$ cat src/rtl/signed_seq_divider.sv
// signed_seq_divider
//   Restoring signed divider, one quotient bit per clock. Divides a 2N-bit
//   two's-complement dividend by an N-bit two's-complement divisor and returns
//   a 2N-bit quotient (truncated toward zero) and an N-bit remainder whose sign
//   follows the dividend. Sits beside the signed multipliers so that
//   (a*b)/b == a can be checked in-system.
//
// Ports
//   clk          : single clock, rising edge
//   rst_n        : asynchronous active-low reset
//   start        : request, sampled only while idle
//   dividend     : 2N-bit signed dividend, captured on the accepting edge
//   divisor      : N-bit signed divisor, captured on the accepting edge
//   busy         : high from the accepting edge until the result edge
//   done         : one-cycle pulse; results valid while high and afterwards
//   quotient     : 2N-bit signed quotient
//   remainder    : N-bit signed remainder
//   div_by_zero  : divisor was 0
//   overflow     : quotient not representable (-2^(2N-1) / -1)
//   state_dbg    : current FSM state (IDLE=0, CALC=1, FIX=2, DONE=3)
//
// Handshake: start is accepted on any rising edge where the block is idle
// (busy=0, done=0); busy then rises and stays high until the edge that makes
// done=1. done lasts exactly one cycle, after which the block is idle again.
// start seen while not idle is dropped, never queued. quotient/remainder and
// the flags hold until the next accepting edge, where the flags clear.

module signed_seq_divider #(
    parameter int N = 8
) (
    input  logic             clk,
    input  logic             rst_n,
    input  logic             start,
    input  logic [2*N-1:0]   dividend,
    input  logic [N-1:0]     divisor,
    output logic             busy,
    output logic             done,
    output logic [2*N-1:0]   quotient,
    output logic [N-1:0]     remainder,
    output logic             div_by_zero,
    output logic             overflow,
    output logic [1:0]       state_dbg
);

    localparam int CW = $clog2(2 * N);
    localparam logic [CW-1:0]  LAST_BIT  = CW'(2 * N - 1);
    localparam logic [2*N-1:0] Q_MIN_MAG = {1'b1, {(2 * N - 1){1'b0}}};
    localparam logic [2*N-1:0] Q_MAX     = {1'b0, {(2 * N - 1){1'b1}}};

    typedef enum logic [1:0] {
        S_IDLE = 2'd0,
        S_CALC = 2'd1,
        S_FIX  = 2'd2,
        S_DONE = 2'd3
    } state_t;

    state_t          state;
    logic [CW-1:0]   bit_cnt;
    logic [N:0]      part_rem;   // partial remainder, N+1 bits
    logic [2*N-1:0]  shift_q;    // dividend magnitude shifts out the top, quotient bits shift in
    logic [N:0]      div_mag;    // |divisor|; needs N+1 bits for -2^(N-1)
    logic            q_neg;
    logic            r_neg;

    logic [2*N-1:0]  dvd_mag;
    logic [N:0]      dvs_ext;
    logic [N:0]      dvs_mag;
    logic [N:0]      shifted;
    logic [N+1:0]    trial;
    logic [2*N-1:0]  q_signed;
    logic [N-1:0]    r_signed;

    always_comb begin
        // Unary minus wraps, so the most negative dividend maps to 2^(2N-1).
        dvd_mag  = dividend[2*N-1] ? -dividend : dividend;
        dvs_ext  = {divisor[N-1], divisor};
        dvs_mag  = dvs_ext[N] ? -dvs_ext : dvs_ext;
        shifted  = {part_rem[N-1:0], shift_q[2*N-1]};
        // One extra bit on the left: its value is the borrow of the trial subtract.
        trial    = {1'b0, shifted} - {1'b0, div_mag};
        q_signed = q_neg ? -shift_q : shift_q;
        r_signed = r_neg ? -part_rem[N-1:0] : part_rem[N-1:0];
    end

    assign state_dbg = state;

    always_ff @(posedge clk or negedge rst_n) begin
        if (!rst_n) begin
            state       <= S_IDLE;
            bit_cnt     <= '0;
            part_rem    <= '0;
            shift_q     <= '0;
            div_mag     <= '0;
            q_neg       <= 1'b0;
            r_neg       <= 1'b0;
            busy        <= 1'b0;
            done        <= 1'b0;
            quotient    <= '0;
            remainder   <= '0;
            div_by_zero <= 1'b0;
            overflow    <= 1'b0;
        end else begin
            case (state)
                S_IDLE: begin
                    if (start) begin
                        shift_q     <= dvd_mag;
                        div_mag     <= dvs_mag;
                        q_neg       <= dividend[2*N-1] ^ divisor[N-1];
                        r_neg       <= dividend[2*N-1];
                        bit_cnt     <= '0;
                        part_rem    <= '0;
                        busy        <= 1'b1;
                        div_by_zero <= 1'b0;
                        overflow    <= 1'b0;
                        if (divisor == '0) begin
                            // Zero divisor skips the datapath; results are known now.
                            quotient    <= '0;
                            remainder   <= dividend[N-1:0];
                            div_by_zero <= 1'b1;
                            state       <= S_DONE;
                        end else begin
                            state <= S_CALC;
                        end
                    end
                end

                S_CALC: begin
                    if (!trial[N+1]) begin
                        part_rem <= trial[N:0];
                        shift_q  <= {shift_q[2*N-2:0], 1'b1};
                    end else begin
                        part_rem <= shifted;
                        shift_q  <= {shift_q[2*N-2:0], 1'b0};
                    end
                    bit_cnt <= bit_cnt + CW'(1);
                    if (bit_cnt == LAST_BIT) begin
                        state <= S_FIX;
                    end
                end

                S_FIX: begin
                    // A positive quotient of magnitude 2^(2N-1) only arises from
                    // the most negative dividend over -1; saturate and flag it.
                    if (!q_neg && shift_q == Q_MIN_MAG) begin
                        quotient  <= Q_MAX;
                        remainder <= '0;
                        overflow  <= 1'b1;
                    end else begin
                        quotient  <= q_signed;
                        remainder <= r_signed;
                    end
                    busy  <= 1'b0;
                    done  <= 1'b1;
                    state <= S_DONE;
                end

                S_DONE: begin
                    // Arriving from FIX, done is already high: finish the pulse.
                    // Arriving straight from IDLE (zero divisor), raise it now.
                    if (done) begin
                        done  <= 1'b0;
                        state <= S_IDLE;
                    end else begin
                        done <= 1'b1;
                        busy <= 1'b0;
                    end
                end

                default: begin
                    state <= S_IDLE;
                end
            endcase
        end
    end

endmodule

$ cat config.mk
export PLATFORM = sky130hd
export DESIGN_NAME = signed_seq_divider
export DESIGN_NICKNAME = d
export VERILOG_FILES = /design/src/rtl/signed_seq_divider.sv
export SDC_FILE = /design/constraint.sdc
export NUM_CORES = 1
export LEC_CHECK = 0
export ABC_AREA = 1
export BUFFER_PORTS_ARGS = -buffer_cell sky130_fd_sc_hd__buf_4
export CAP_MARGIN = 20
export CORE_AREA = 2 2 120 122
export CTS_CLUSTER_DIAMETER = 150
export DETAILED_ROUTE_END_ITERATION = 10
export DIE_AREA = 0 0 122 124
export PLACE_DENSITY = 0.52
export REMOVE_ABC_BUFFERS = 1
export SYNTH_ARGS = -nofsm -noshare
export SYNTH_HDL_FRONTEND = slang
export SYNTH_SLANG_ARGS = --single-unit
$ cat constraint.sdc
create_clock -name clk -period 2.3 [get_ports clk]
set_input_delay 0.115 -clock clk [delete_from_list [all_inputs] [get_ports clk]]
set_output_delay 0.115 -clock clk [all_outputs]
set_load 0.005 [all_outputs]
==> results_dict.tcl <==
set metrics [dict create \
    yosysWarnings 0 \
    cap_violations 0 \
    nNetsFinal 804 \
    multiInputGateArea_sq_mm 0.00257 \
    grt_pass1_wl_um 22500 \
    max-vdd-ir-drop_v 0.000655 \
    ys_seq_area_share_pct 36.6 \
    wl_um 13900 \
    start_util_pct 34.4 \
    cpMaxStageDelayCell "dfrtp_1" \
    gp_congestion 0.841 \
    via_per_inst 4.97 \
    finalClockSkew_ns 0.00900 \
    crit_path_end_kind "flop" \
    core_sq_mm 0.0137 \
    min-delay-start "dividend[0]" \
    cts_tree "built" \
    synth_area_sq_mm 0.00472 \
    status "finished clean" \
    rsz0062_at_grt "no" \
    drive_gt1_share_pct 14.0 \
    die_h_um 124 \
    synth_edf_count 0 \
    min_period_ns 2.03 \
    ant_nets 0 \
    grt_antenna_before_repair 0 \
    worst-r2r-cell-count 10 \
    power.leakage_nw 2.99 \
    min_path_type "primary input to flop" \
    cp_max_fo 15 \
    cpPeakStageDelay_ns 0.41 \
    clock-root-buffer "clkbuf_16" \
    vias 4682 \
    fin_area_sq_mm 0.00573 \
    dieArea_sq_mm 0.0151 \
    drt_iter0_markers 393 \
    async_reset_ff_share_pct 100 \
    grt_max_degree 70 \
    drt-wirelength-per-cell_um 14.7 \
    placed_area_sq_mm 0.00540 \
    cp_cell_sequence "inv_1, ha_1, inv_2, nor3_4, nand3_2, a21oi_4, nand2_1, inv_1, nand2_1, nand2_1" \
    powerDensity_mw_per_mm2 1520 \
    r2r_start "state_dbg[1]$_DFFE_PN0P_" \
    grt_pass1_vias 4504 \
    grt_use_total_pct 19.4 \
    crit_type "flop to flop" \
    setup_violations 0 \
    yosysUniqueCellTypes 35 \
    syn_to_final_growth_pct 21.5 \
    clock_latency_ns 0.34 \
    clock-sinks 69 \
    regArea_sq_mm 0.00173 \
    grt_overflow_total 0 \
    timing.critical_path.mode_cell "nand2_1" \
    relSlewSlack_pct 38.5 \
    path_clk_slew_ns 0.06 \
    ys.flop_type "dfrtp_1" \
    hold_end "shift_q[0]$_DFFE_PN0P_" \
    synthCells 689 \
    dp_hpwl_um 10600 \
    io_buffers 56 \
    max_freq_ghz 0.492 \
    worst_slew_pin_slew_ns 0.922 \
    hold_viol 0 \
    post_cts_buffers 0 \
    synth_area_leaders "dfrtp_1 (37%), nand2_1 (17%), nand3_1 (8.0%), inv_1 (6.4%), ha_1 (5.0%)" \
    cts_buffer_depth 2 \
    synth_top_area_share_pct 36.6 \
    rrSetupSlack_ns 0.27 \
    fill_cells 1467 \
    cts_made_buffers 9 \
    ys_ff_latch 69 \
    die_w_um 122 \
    cts_max_level 3 \
    crit_path_start_kind "flop" \
    synth_top_area_cell "dfrtp_1" \
    min_path_cells 3 \
    cp.required_ns 2.58 \
    yosys-top-cells-count "nand2_1 (212), inv_1 (80), nand3_1 (75), dfrtp_1 (69), nor2_1 (63)" \
    fin_crit_sh_pct 88.3 \
    yosysMostFrequentCell "nand2_1" \
    drt-pass1-iter-count 5 \
    rows 43 \
    drc_errors 0 \
    cp.arrival_ns 2.31 \
    r2r-end "quotient[14]$_DFFE_PN0P_" \
    avgSynthCellArea_sq_um 6.85 \
    setup_tns_ns 0 \
    num_io_pins 57 \
    antenna_cells 0 \
    slew_violations 0 \
]
-- power by group --
| part | internal, mW | switching (mW) | total (mW) |
|---|---|---|---|
| clock | 1.01 | 0.537 | 1.54 |
| combinational | 1.91 | 2.95 | 4.87 |
| sequential | 1.78 | 0.510 | 2.29 |
-- layer usage --
| metal | wire length (um) | global-route usage [%] | vias to the layer above |
|---|---|---|---|
| met1 | 6080 | 23.4 | 2178 |
| met2 | 6910 | 34.2 | 107 |
| met4 | 277 | 5.96 | 0 |
| met5 | 0 | 0 | - |
| met3 | 608 | 4.67 | 19 |
| li1 | - | - | 2378 |
-- registers in the layout (all words and copies together) (netlist names) --
signal       cells
quotient        16
shift_q         16
div_mag          9
part_rem         8
remainder        8
bit_cnt          4
state_dbg        2
busy             1
div_by_zero      1
done             1
overflow         1
q_neg            1
r_neg            1
-- stage by stage --
stage	std cells	util [%]	power, mW	setup slack (ns)	hold slack [ns]
after floorplan	671	-	5.41	0.0779	-0.181
after global placement	925	39.3	7.14	0.305	0.305
after detailed placement	925	39.3	7.19	0.258	0.313
after CTS	942	41.8	8.79	0.236	0.0521
after global routing	942	41.8	9.60	0.0132	0.0670
final	942	41.8	8.70	0.268	0.0595
-- worst max-delay path: cells and delay by family (launching register included) --
| kind | cells | cell delay [ns] |
|---|---|---|
| fa+ha+maj | 1 | 0.34 |
| compound gates | 1 | 0.41 |
| flops | 1 | 0.41 |
| buf+inv | 3 | 0.31 |
| simple gates | 5 | 0.49 |
-- cell families (layout without fill, tap and decap cells) --
group	count (synthesis)	after routing	synth area share, %
simple gates	382	382	34.4
buf+inv	102	175	8.91
compound gates	100	100	11.5
flops	69	69	36.6
fa+ha+maj	20	20	5.46
xor+xnor	14	14	2.60
mux	2	2	0.477
-- placed cells by master, fill, tap and decap left out --
cell type	netlist	routed
inv_2	2	2
o21ai_1	3	3
a31oi_1	2	2
nand3_2	3	3
nor3_1	3	3
nand2_1	212	212
xnor2_1	4	4
clkbuf_8	0	2
o21ai_2	1	1
nor2_2	1	1
buf_4	4	74
clkbuf_16	0	9
a21oi_2	1	1
o21ai_0	41	41
o211ai_1	6	6
dfrtp_1	69	69
bufinv_16	0	2
nand3_1	75	75
or2_2	2	2
nand2_2	3	3
clkbuf_1	7	1
clkinv_1	1	1
o22ai_1	2	2
clkinv_2	0	2
o2bb2ai_1	1	1
a21oi_4	1	1
fa_1	1	1
a21oi_1	42	42
ha_1	19	19
nor2_1	63	63
xor2_1	10	10
inv_4	1	1
nand4_1	19	19
mux2_2	2	2
dlygate4sd3_1	0	1
inv_1	80	80
nor3_4	1	1
-- timing repair --
action | in CTS | in global routing
hold endpoints to repair | 69 | 0
resized for setup | 0 | 0
hold buffers | 1 | 0
-- area by class of cell --
type / count / share of cell area [%]
multi-input cells: 518 / 44.8
flip-flops and latches: 69 / 30.1
repair buffers: 75 / 9.86
inverters: 84 / 5.54
clock buffers: 12 / 4.47
well taps: 180 / 3.93
clock inverters: 4 / 1.22
-- worst max-delay path by stage --
stage	cells past startpoint	startpoint	slack (ns)	end
floorplan	8	state_dbg[1]$_DFFE_PN0P_	0.08	shift_q[2]$_DFFE_PN0P_
CTS	10	state_dbg[1]$_DFFE_PN0P_	0.24	quotient[14]$_DFFE_PN0P_
global placement	9	part_rem[2]$_DFFE_PN0P_	0.31	part_rem[4]$_DFFE_PN0P_
finish	10	state_dbg[1]$_DFFE_PN0P_	0.27	quotient[14]$_DFFE_PN0P_
detailed placement	10	state_dbg[1]$_DFFE_PN0P_	0.26	quotient[14]$_DFFE_PN0P_
global route	10	state_dbg[0]$_DFFE_PN0P_	0.01	quotient[14]$_DFFE_PN0P_
Power figures use the tool's default switching activity.
